$ cat src/rtl/bcd_stream_decoder_if.sv
// Digit-stream handshake bundle for bcd_stream_decoder.
// slave: the decoder side; master: the digit source plus the one-hot sink.
interface bcd_stream_decoder_if;
    logic       in_valid;
    logic       in_ready;
    logic [3:0] in_bcd;
    logic       out_valid;
    logic       out_ready;
    logic [9:0] out_onehot;
    logic       out_err;

    modport master (
        output in_valid, in_bcd, out_ready,
        input  in_ready, out_valid, out_onehot, out_err
    );

    modport slave (
        input  in_valid, in_bcd, out_ready,
        output in_ready, out_valid, out_onehot, out_err
    );
endinterface

$ cat src/rtl/bcd_stream_decoder.sv
// Registered BCD-to-one-hot decoder with a 2-entry skid buffer.
// Each digit is decoded when it is accepted, and the {onehot, err} pair
// is stored with the entry. Codes 10..15 are flagged as invalid.
// Optional feature macro: BCD_DEC_ERR_CNT_EN builds a saturating counter
// of accepted invalid digits. Without it, err_cnt is tied to 0.
//
// state    | meaning
// ---------+---------------------------------------------------
// ST_EMPTY | no entries held, in_ready=1, out_valid=0
// ST_ONE   | main entry holds the head beat, in_ready=1
// ST_FULL  | main + skid hold beats, in_ready=0
module bcd_stream_decoder #(
    parameter int CNT_W = 8
) (
    input  logic                 clk,
    input  logic                 rst,
    bcd_stream_decoder_if.slave  bus,
    output logic [CNT_W-1:0]     err_cnt
);

    typedef enum logic [1:0] {
        ST_EMPTY = 2'd0,
        ST_ONE   = 2'd1,
        ST_FULL  = 2'd2
    } state_t;

    state_t     state_q;
    state_t     state_d;
    logic       in_ready_q;
    logic       out_valid_q;
    logic [9:0] m_onehot_q;
    logic       m_err_q;
    logic [9:0] s_onehot_q;
    logic       s_err_q;

    logic       acc;
    logic       pop;
    logic [9:0] dec_onehot;
    logic       dec_err;
    logic       ld_m_in;
    logic       ld_s_in;
    logic       mv_s_m;

    assign acc = bus.in_valid && in_ready_q;
    assign pop = out_valid_q && bus.out_ready;

    assign bus.in_ready   = in_ready_q;
    assign bus.out_valid  = out_valid_q;
    assign bus.out_onehot = m_onehot_q;
    assign bus.out_err    = m_err_q;

    // Decode the incoming digit; out-of-range codes give an all-zero line set.
    always_comb begin
        dec_onehot = '0;
        dec_err    = 1'b0;
        if (bus.in_bcd <= 4'd9) begin
            dec_onehot = 10'd1 << bus.in_bcd;
        end else begin
            dec_err = 1'b1;
        end
    end

    // Next-state and entry-move selection.
    always_comb begin
        state_d = state_q;
        ld_m_in = 1'b0;
        ld_s_in = 1'b0;
        mv_s_m  = 1'b0;
        case (state_q)
            ST_EMPTY: begin
                if (acc) begin
                    state_d = ST_ONE;
                    ld_m_in = 1'b1;
                end
            end
            ST_ONE: begin
                if (acc && pop) begin
                    ld_m_in = 1'b1;
                end else if (acc) begin
                    state_d = ST_FULL;
                    ld_s_in = 1'b1;
                end else if (pop) begin
                    state_d = ST_EMPTY;
                end
            end
            ST_FULL: begin
                // in_ready is low here, so nothing can be accepted.
                if (pop) begin
                    state_d = ST_ONE;
                    mv_s_m  = 1'b1;
                end
            end
            default: begin
                state_d = ST_EMPTY;
            end
        endcase
    end

    // State register; in_ready and out_valid are flopped from the next state
    // so neither depends combinationally on out_ready.
    always_ff @(posedge clk) begin
        if (rst) begin
            state_q     <= ST_EMPTY;
            in_ready_q  <= 1'b1;
            out_valid_q <= 1'b0;
        end else begin
            state_q     <= state_d;
            in_ready_q  <= (state_d != ST_FULL);
            out_valid_q <= (state_d != ST_EMPTY);
        end
    end

    // Main and skid entry storage.
    always_ff @(posedge clk) begin
        if (rst) begin
            m_onehot_q <= '0;
            m_err_q    <= 1'b0;
            s_onehot_q <= '0;
            s_err_q    <= 1'b0;
        end else begin
            if (ld_m_in) begin
                m_onehot_q <= dec_onehot;
                m_err_q    <= dec_err;
            end else if (mv_s_m) begin
                m_onehot_q <= s_onehot_q;
                m_err_q    <= s_err_q;
            end
            if (ld_s_in) begin
                s_onehot_q <= dec_onehot;
                s_err_q    <= dec_err;
            end
        end
    end

`ifdef BCD_DEC_ERR_CNT_EN
    logic [CNT_W-1:0] err_cnt_q;

    // Count invalid digits at accept time, holding at all-ones.
    always_ff @(posedge clk) begin
        if (rst) begin
            err_cnt_q <= '0;
        end else if (acc && dec_err && (err_cnt_q != {CNT_W{1'b1}})) begin
            err_cnt_q <= err_cnt_q + CNT_W'(1);
        end
    end

    assign err_cnt = err_cnt_q;
`else
    assign err_cnt = '0;
`endif

endmodule

$ cat src/flat_wrapper.sv
// flat-port wrapper written by rule: the top's interface ports become plain ports
module bcd_stream_decoder_flat 
#(
    parameter int CNT_W = 8
)
  (clk, rst, err_cnt, bus_in_valid, bus_in_bcd, bus_out_ready, bus_in_ready, bus_out_valid, bus_out_onehot, bus_out_err);
  bcd_stream_decoder_if bus_i ();
  input  logic clk;
  input  logic rst;
  output logic [CNT_W-1:0] err_cnt;
  input wire logic [$bits(bus_i.in_valid)-1:0] bus_in_valid;
  input wire logic [$bits(bus_i.in_bcd)-1:0] bus_in_bcd;
  input wire logic [$bits(bus_i.out_ready)-1:0] bus_out_ready;
  output wire logic [$bits(bus_i.in_ready)-1:0] bus_in_ready;
  output wire logic [$bits(bus_i.out_valid)-1:0] bus_out_valid;
  output wire logic [$bits(bus_i.out_onehot)-1:0] bus_out_onehot;
  output wire logic [$bits(bus_i.out_err)-1:0] bus_out_err;
  assign bus_i.in_valid = bus_in_valid;
  assign bus_i.in_bcd = bus_in_bcd;
  assign bus_i.out_ready = bus_out_ready;
  assign bus_in_ready = bus_i.in_ready;
  assign bus_out_valid = bus_i.out_valid;
  assign bus_out_onehot = bus_i.out_onehot;
  assign bus_out_err = bus_i.out_err;
  bcd_stream_decoder #(.CNT_W(CNT_W)) u_core (.clk(clk), .rst(rst), .bus(bus_i), .err_cnt(err_cnt));
endmodule
$ cat config.mk
export PLATFORM = sky130hd
export DESIGN_NAME = bcd_stream_decoder_flat
export DESIGN_NICKNAME = d
export VERILOG_FILES = /design/src/rtl/bcd_stream_decoder_if.sv /design/src/rtl/bcd_stream_decoder.sv /design/src/flat_wrapper.sv
export SDC_FILE = /design/constraint.sdc
export NUM_CORES = 1
export LEC_CHECK = 0
export BUFFER_PORTS_ARGS = -buffer_cell sky130_fd_sc_hd__buf_4
export CORE_MARGIN = 2
export CORE_UTILIZATION = 48
export DETAILED_ROUTE_END_ITERATION = 12
export PLACE_DENSITY = 0.73
export SETUP_SLACK_MARGIN = 0.05
export SKIP_LAST_GASP = 1
export SLEW_MARGIN = 20
export SYNTH_ARGS = -nofsm -noshare
export SYNTH_HDL_FRONTEND = slang
export SYNTH_SLANG_ARGS = --single-unit
$ cat constraint.sdc
create_clock -name clk -period 1.2 [get_ports clk]
set_input_delay 0.24 -clock clk [delete_from_list [all_inputs] [get_ports clk]]
set_output_delay 0.24 -clock clk [all_outputs]
set_load 0.02 [all_outputs]
# --- Yosys cells after proc, flatten, opt, wreduce, memory -nomap -nowiden ---
# Index checks and enable logic that the tools add are counted.
word_totals:
  regBits: 26
  inputBits: 8
classes:
  order_cmp: 1
  n_eq_ne: 3
  shifts: 1
  mux: 19
  reduce_logical: 6
op_table:
  columns: ["op", "count"]
  rows:
  - ["two-way mux 10 bit", 3]
  - ["two-way mux 2 bit", 5]
  - ["left shift 1 x 4 -> 10 bit, first input constant", 1]
  - ["two-way mux 1 bit", 9]
  - ["one-hot mux 2 bit (3 select lines)", 1]
  - ["less-or-equal comparator 4 bit, second input constant", 1]
  - ["nonzero test 2 bit", 2]
  - ["logical AND 1 bit", 3]
  - ["== test 2 x 1 -> 1 bit, second input constant", 1]
  - ["== test 2 bit, second input constant", 1]
  - ["logical NOT 2 bit", 1]
  - ["inequality test 2 bit, second input constant", 1]
  - ["one-hot mux 1 bit (2 select lines)", 1]

# --- Longest topological paths before layout ---
depth:
  word_depth: 6
  mapped_depth: 5

# --- Worst setup path after synthesis ---
# No wires, ideal clock.
synth_path:
  path_kind: "register -> register"
  start: "reg u_core.out_valid_q, in the netlist u_core.bus.out_valid"
  end: "reg u_core.m_onehot_q[5], in the netlist u_core.bus.out_onehot[5]"
  setup_time_ps: 88
  t_arrival_ps: 1178
  slack_ps: -66
  stages_incl_launch_ff: 5
  n_path_buf: 1
  period_less_slack_ps: 1266
  path_cell_list: "dfxtp_1 > and4b_1 > buf_4 > nand2_1 > a311oi_2"
synth_between:
  elab_chain_len: 5
  word_cells_on_any_way: 8
  cone_classes: "mux (5); reduce/logical (3)"
synth_lines:
  columns: ["item", "line_no", "rtl"]
  rows:
  - ["start: declaration", "bcd_stream_decoder.sv:30", "logic out_valid_q;"]
  - ["start signal: assignment", "bcd_stream_decoder.sv:109", "out_valid_q <= (state_d != ST_EMPTY);"]
  - ["logical AND 1 bit (*)", "bcd_stream_decoder.sv:45", "assign pop = out_valid_q && bus.out_ready;"]
  - ["logical AND 1 bit", "bcd_stream_decoder.sv:77", "if (acc && pop) begin"]
  - ["two-way mux 1 bit", "bcd_stream_decoder.sv:77", null]
  - ["one-hot mux 1 bit (2 select lines)", "bcd_stream_decoder.sv:69", "case (state_q)"]
  - ["two-way mux 10 bit or nonzero test 2 bit (tied branches)", null, null]
  - ["end signal: assignment", "bcd_stream_decoder.sv:122", "m_onehot_q <= dec_onehot;"]
  - ["end signal: assignment", "bcd_stream_decoder.sv:125", "m_onehot_q <= s_onehot_q;"]
  - ["end: declaration", "bcd_stream_decoder.sv:31", "logic [9:0] m_onehot_q;"]
# Every way passes the cells marked *; elsewhere a longest branch is shown, timed or not.
# A chain may end at the register's enable or synchronous reset.

# --- Worst setup path in the final report ---
layout_path:
  start: "reg u_core.state_q[0]"
  end: "reg u_core.s_onehot_q[8]"
layout_between:
  elab_chain_len: 2
layout_lines:
  columns: ["item", "line_no", "rtl"]
  rows:
  - ["start: declaration", "bcd_stream_decoder.sv:27", "state_t state_q;"]
  - ["start signal: assignment", "bcd_stream_decoder.sv:107", "state_q <= state_d;"]
  - ["== test 2 x 1 -> 1 bit", "bcd_stream_decoder.sv:69", null]
  - ["two-way mux 1 bit", "bcd_stream_decoder.sv:69", null]
  - ["end signal: assignment", "bcd_stream_decoder.sv:129", "s_onehot_q <= dec_onehot;"]
  - ["end: declaration", "bcd_stream_decoder.sv:33", "logic [9:0] s_onehot_q;"]
# No other way between the ends.

==> impl_metrics.json <==
{
  "setup.worst_path.start_class": "register",
  "via_per_inst": 5.915,
  "tns_ns": -0.01412,
  "status": "finished with violations",
  "wl_per_cell_um": 15.31,
  "dieArea_um2": 3384,
  "hold_path.class": "primary input to register",
  "start_util_pct": 50.65,
  "grt_pass1_wl_um": 5395,
  "area_growth_syn_to_layout_pct": 23.98,
  "synth_area_um2": 1409,
  "clk_pin_slew_ns": 0.15,
  "grt.overflow.total": 0,
  "syn_area_per_cell_um2": 8.861,
  "fp.dieW_um": 58.18,
  "gp_congestion": 0.8250,
  "worstPathRequired_ns": 1.42,
  "async_flop_share_pct": 0,
  "setup_viol": 4,
  "fin_area_um2": 1747,
  "dp_hpwl_um": 2230,
  "route.detailed.drc": 0,
  "synth-main-ff-cell": "dfxtp_1",
  "row_count": 19,
  "clkLatencyLatePin_ns": 0.33,
  "rsz0062_at_grt": "yes",
  "vdd_drop_max_v": 0.0007761,
  "synth-seq-cells": 26,
  "maxCapViolCount": 0,
  "fin_crit_sh_pct": 100.4,
  "ioPinCount": 29,
  "hold_slack_ns": 0.1957,
  "routed-via-count": 1260,
  "antennaDiodeCount": 0,
  "drt-total-wl_um": 3261,
  "grt_pass1_vias": 1190,
  "finalHoldViolCount": 0,
  "switchingPower_w": 0.0007319,
  "powerDensity_nw_per_um2": 1333,
  "cp.arrival_ns": 1.43,
  "clock.fmax_mhz": 829.8,
  "syn_inst": 159,
  "worstMarginPinSlew_ns": 0.6231,
  "htree_levels": 1,
  "p_sw_share_pct": 31.44,
  "synth_cell_types": 32,
  "layout.nets": 191,
  "holdBufCountCts": 0,
  "seqPwrFrac_pct": 42.5,
  "track_usage_pct": 20.39,
  "drv_slew": 0,
  "cts_tree": "yes",
  "placed_cells": 208,
  "timing.final.ws_setup_ns": -0.005098,
  "comb_power_share_pct": 31.3,
  "final_common_cell": "buf_4",
  "relSlewSlack_pct": 57.87,
  "p_int_w": 0.001596,
  "finClkSkew_ns": 0.01178,
  "final_cell_count_no_fill": 213,
  "drt_pass1_iterations": 4,
  "drive_above_1_share_pct": 41.76,
  "final_cell_mix": "buf_4, dfxtp_1, nand2_1",
  "clock_tree.root_cell": "clkbuf_4",
  "cp-end-kind": "register",
  "pwr-share-clk_pct": 26.2,
  "violations": "negative setup slack",
  "drt_iter0_markers": 33,
  "antenna_found_initial": 0,
  "die_y_um": 58.18,
  "coreArea_um2": 2781,
  "place.port_buffers": 20,
  "leakage_nw": 0.6405,
  "cts_max_path_buffers": 2,
  "yosysSeqAreaShare_pct": 36.94,
  "placed_cell_area_um2": 1604,
  "worstSetupPathType": "register to register",
  "postRouteAntennaNets": 0,
  "period_minus_slack_ns": 1.205,
  "cts_sinks": 26,
  "ys_warn_count": 0,
  "synth_edf_count": 0,
  "cts_buffers": 3,
  "grt_max_degree": 24,
  "cp_max_fo": 7
}
routing by layer:
layer,routed length (µm),GRT usage (%),vias to the layer above
met1,1453,27.50,605
met5,0,0,-
met4,14,8.306,0
met2,1587,32.47,42
met3,206,3.348,2
li1,-,-,611
power by group through the flow:
stage | registers (W) | clock network [W] | logic (W)
global route | 0.000997 | 0.000661 | 0.000781
global placement | 0.000995 | 0 | 0.000659
detailed placement | 0.00100 | 0 | 0.000672
CTS | 0.000984 | 0.000614 | 0.000707
finish | 0.000988 | 0.000610 | 0.000730
floorplan | 0.00106 | 0 | 0.000411
state kept, by name (all words and copies together) (netlist names):
signal                 flops
u_core.bus.out_onehot     10
u_core.s_err_q             1
u_core.bus.out_err         1
u_core.bus.in_ready        1
u_core.bus.out_valid       1
u_core.state_q             2
u_core.s_onehot_q         10
final cells by class:
type	instances	area [µm²]
well taps	31	38.79
clock inverters	1	30.03
flip-flops and latches	26	530.5
clock buffers	3	22.52
fillers	227	1035
repair buffers	37	321.6
multi-input cells	115	803.3
critical path: stages (launching register included):
cell and delay [ns]:
dfxtp_2 0.40, a21bo_2 0.29, buf_4 0.18, o21ai_1 0.14
a21oi_1 0.08
repair_timing:
item                                    in CTS  in global routing
cloned                                       0                  0
endpoints found under the setup margin      22                 24
setup buffers                                1                  0
gates resized for setup                     15                  8
pin swaps                                    9                  1
cells in the mapped netlist, drive strengths merged, types with 2 or more instances:
cell,instances,area share (%)
nand3,11,3.9
a21oi,13,4.6
nor4b,4,2.5
dfxtp,26,37
and4b,2,1.4
o21ai,11,3.9
clkbuf,2,0.53
a21boi,2,1.3
nor4bb,2,1.4
and4bb,2,1.8
nand2,24,6.6
buf,23,12
nor3,12,4.3
a311oi,11,12
per-stage QoR:
stage               utilization [%]  total power, W  setup WS (ns)
global placement              57.67        0.001654        -0.1311
detailed placement            57.67        0.001672        -0.1406
finish                        62.80        0.002328      -0.005098
floorplan                         -        0.001476        0.05884
global route                  62.80        0.002438       -0.07753
CTS                           61.54        0.002304        0.01102
cell families after synthesis:
group,share of synthesized area (%)
multiplexers,0.7105
other,0.2662
AND/OR/NAND/NOR,25.85
buffers and inverters,12.26
flip-flops,36.94
AO/OA/AOI/OAI,23.98
worst paths after layout:
| kind | slack, ns | endpoint | cells past startpoint | start |
|---|---|---|---|---|
| max | -0.005 | u_core.s_onehot_q[8]$_SDFFE_PP0P_ | 4 | u_core.state_q[0]$_SDFF_PP0_ |
| min reg2reg | 0.50 | u_core.s_err_q$_SDFFE_PP0P_ | 2 | u_core.s_err_q$_SDFFE_PP0P_ |
| max reg2reg | -0.005 | u_core.s_onehot_q[8]$_SDFFE_PP0P_ | 4 | u_core.state_q[0]$_SDFF_PP0_ |
| min | 0.20 | u_core.s_onehot_q[2]$_SDFFE_PP0P_ | 2 | rst |
Note: power is estimated with default switching activity, not from simulation.
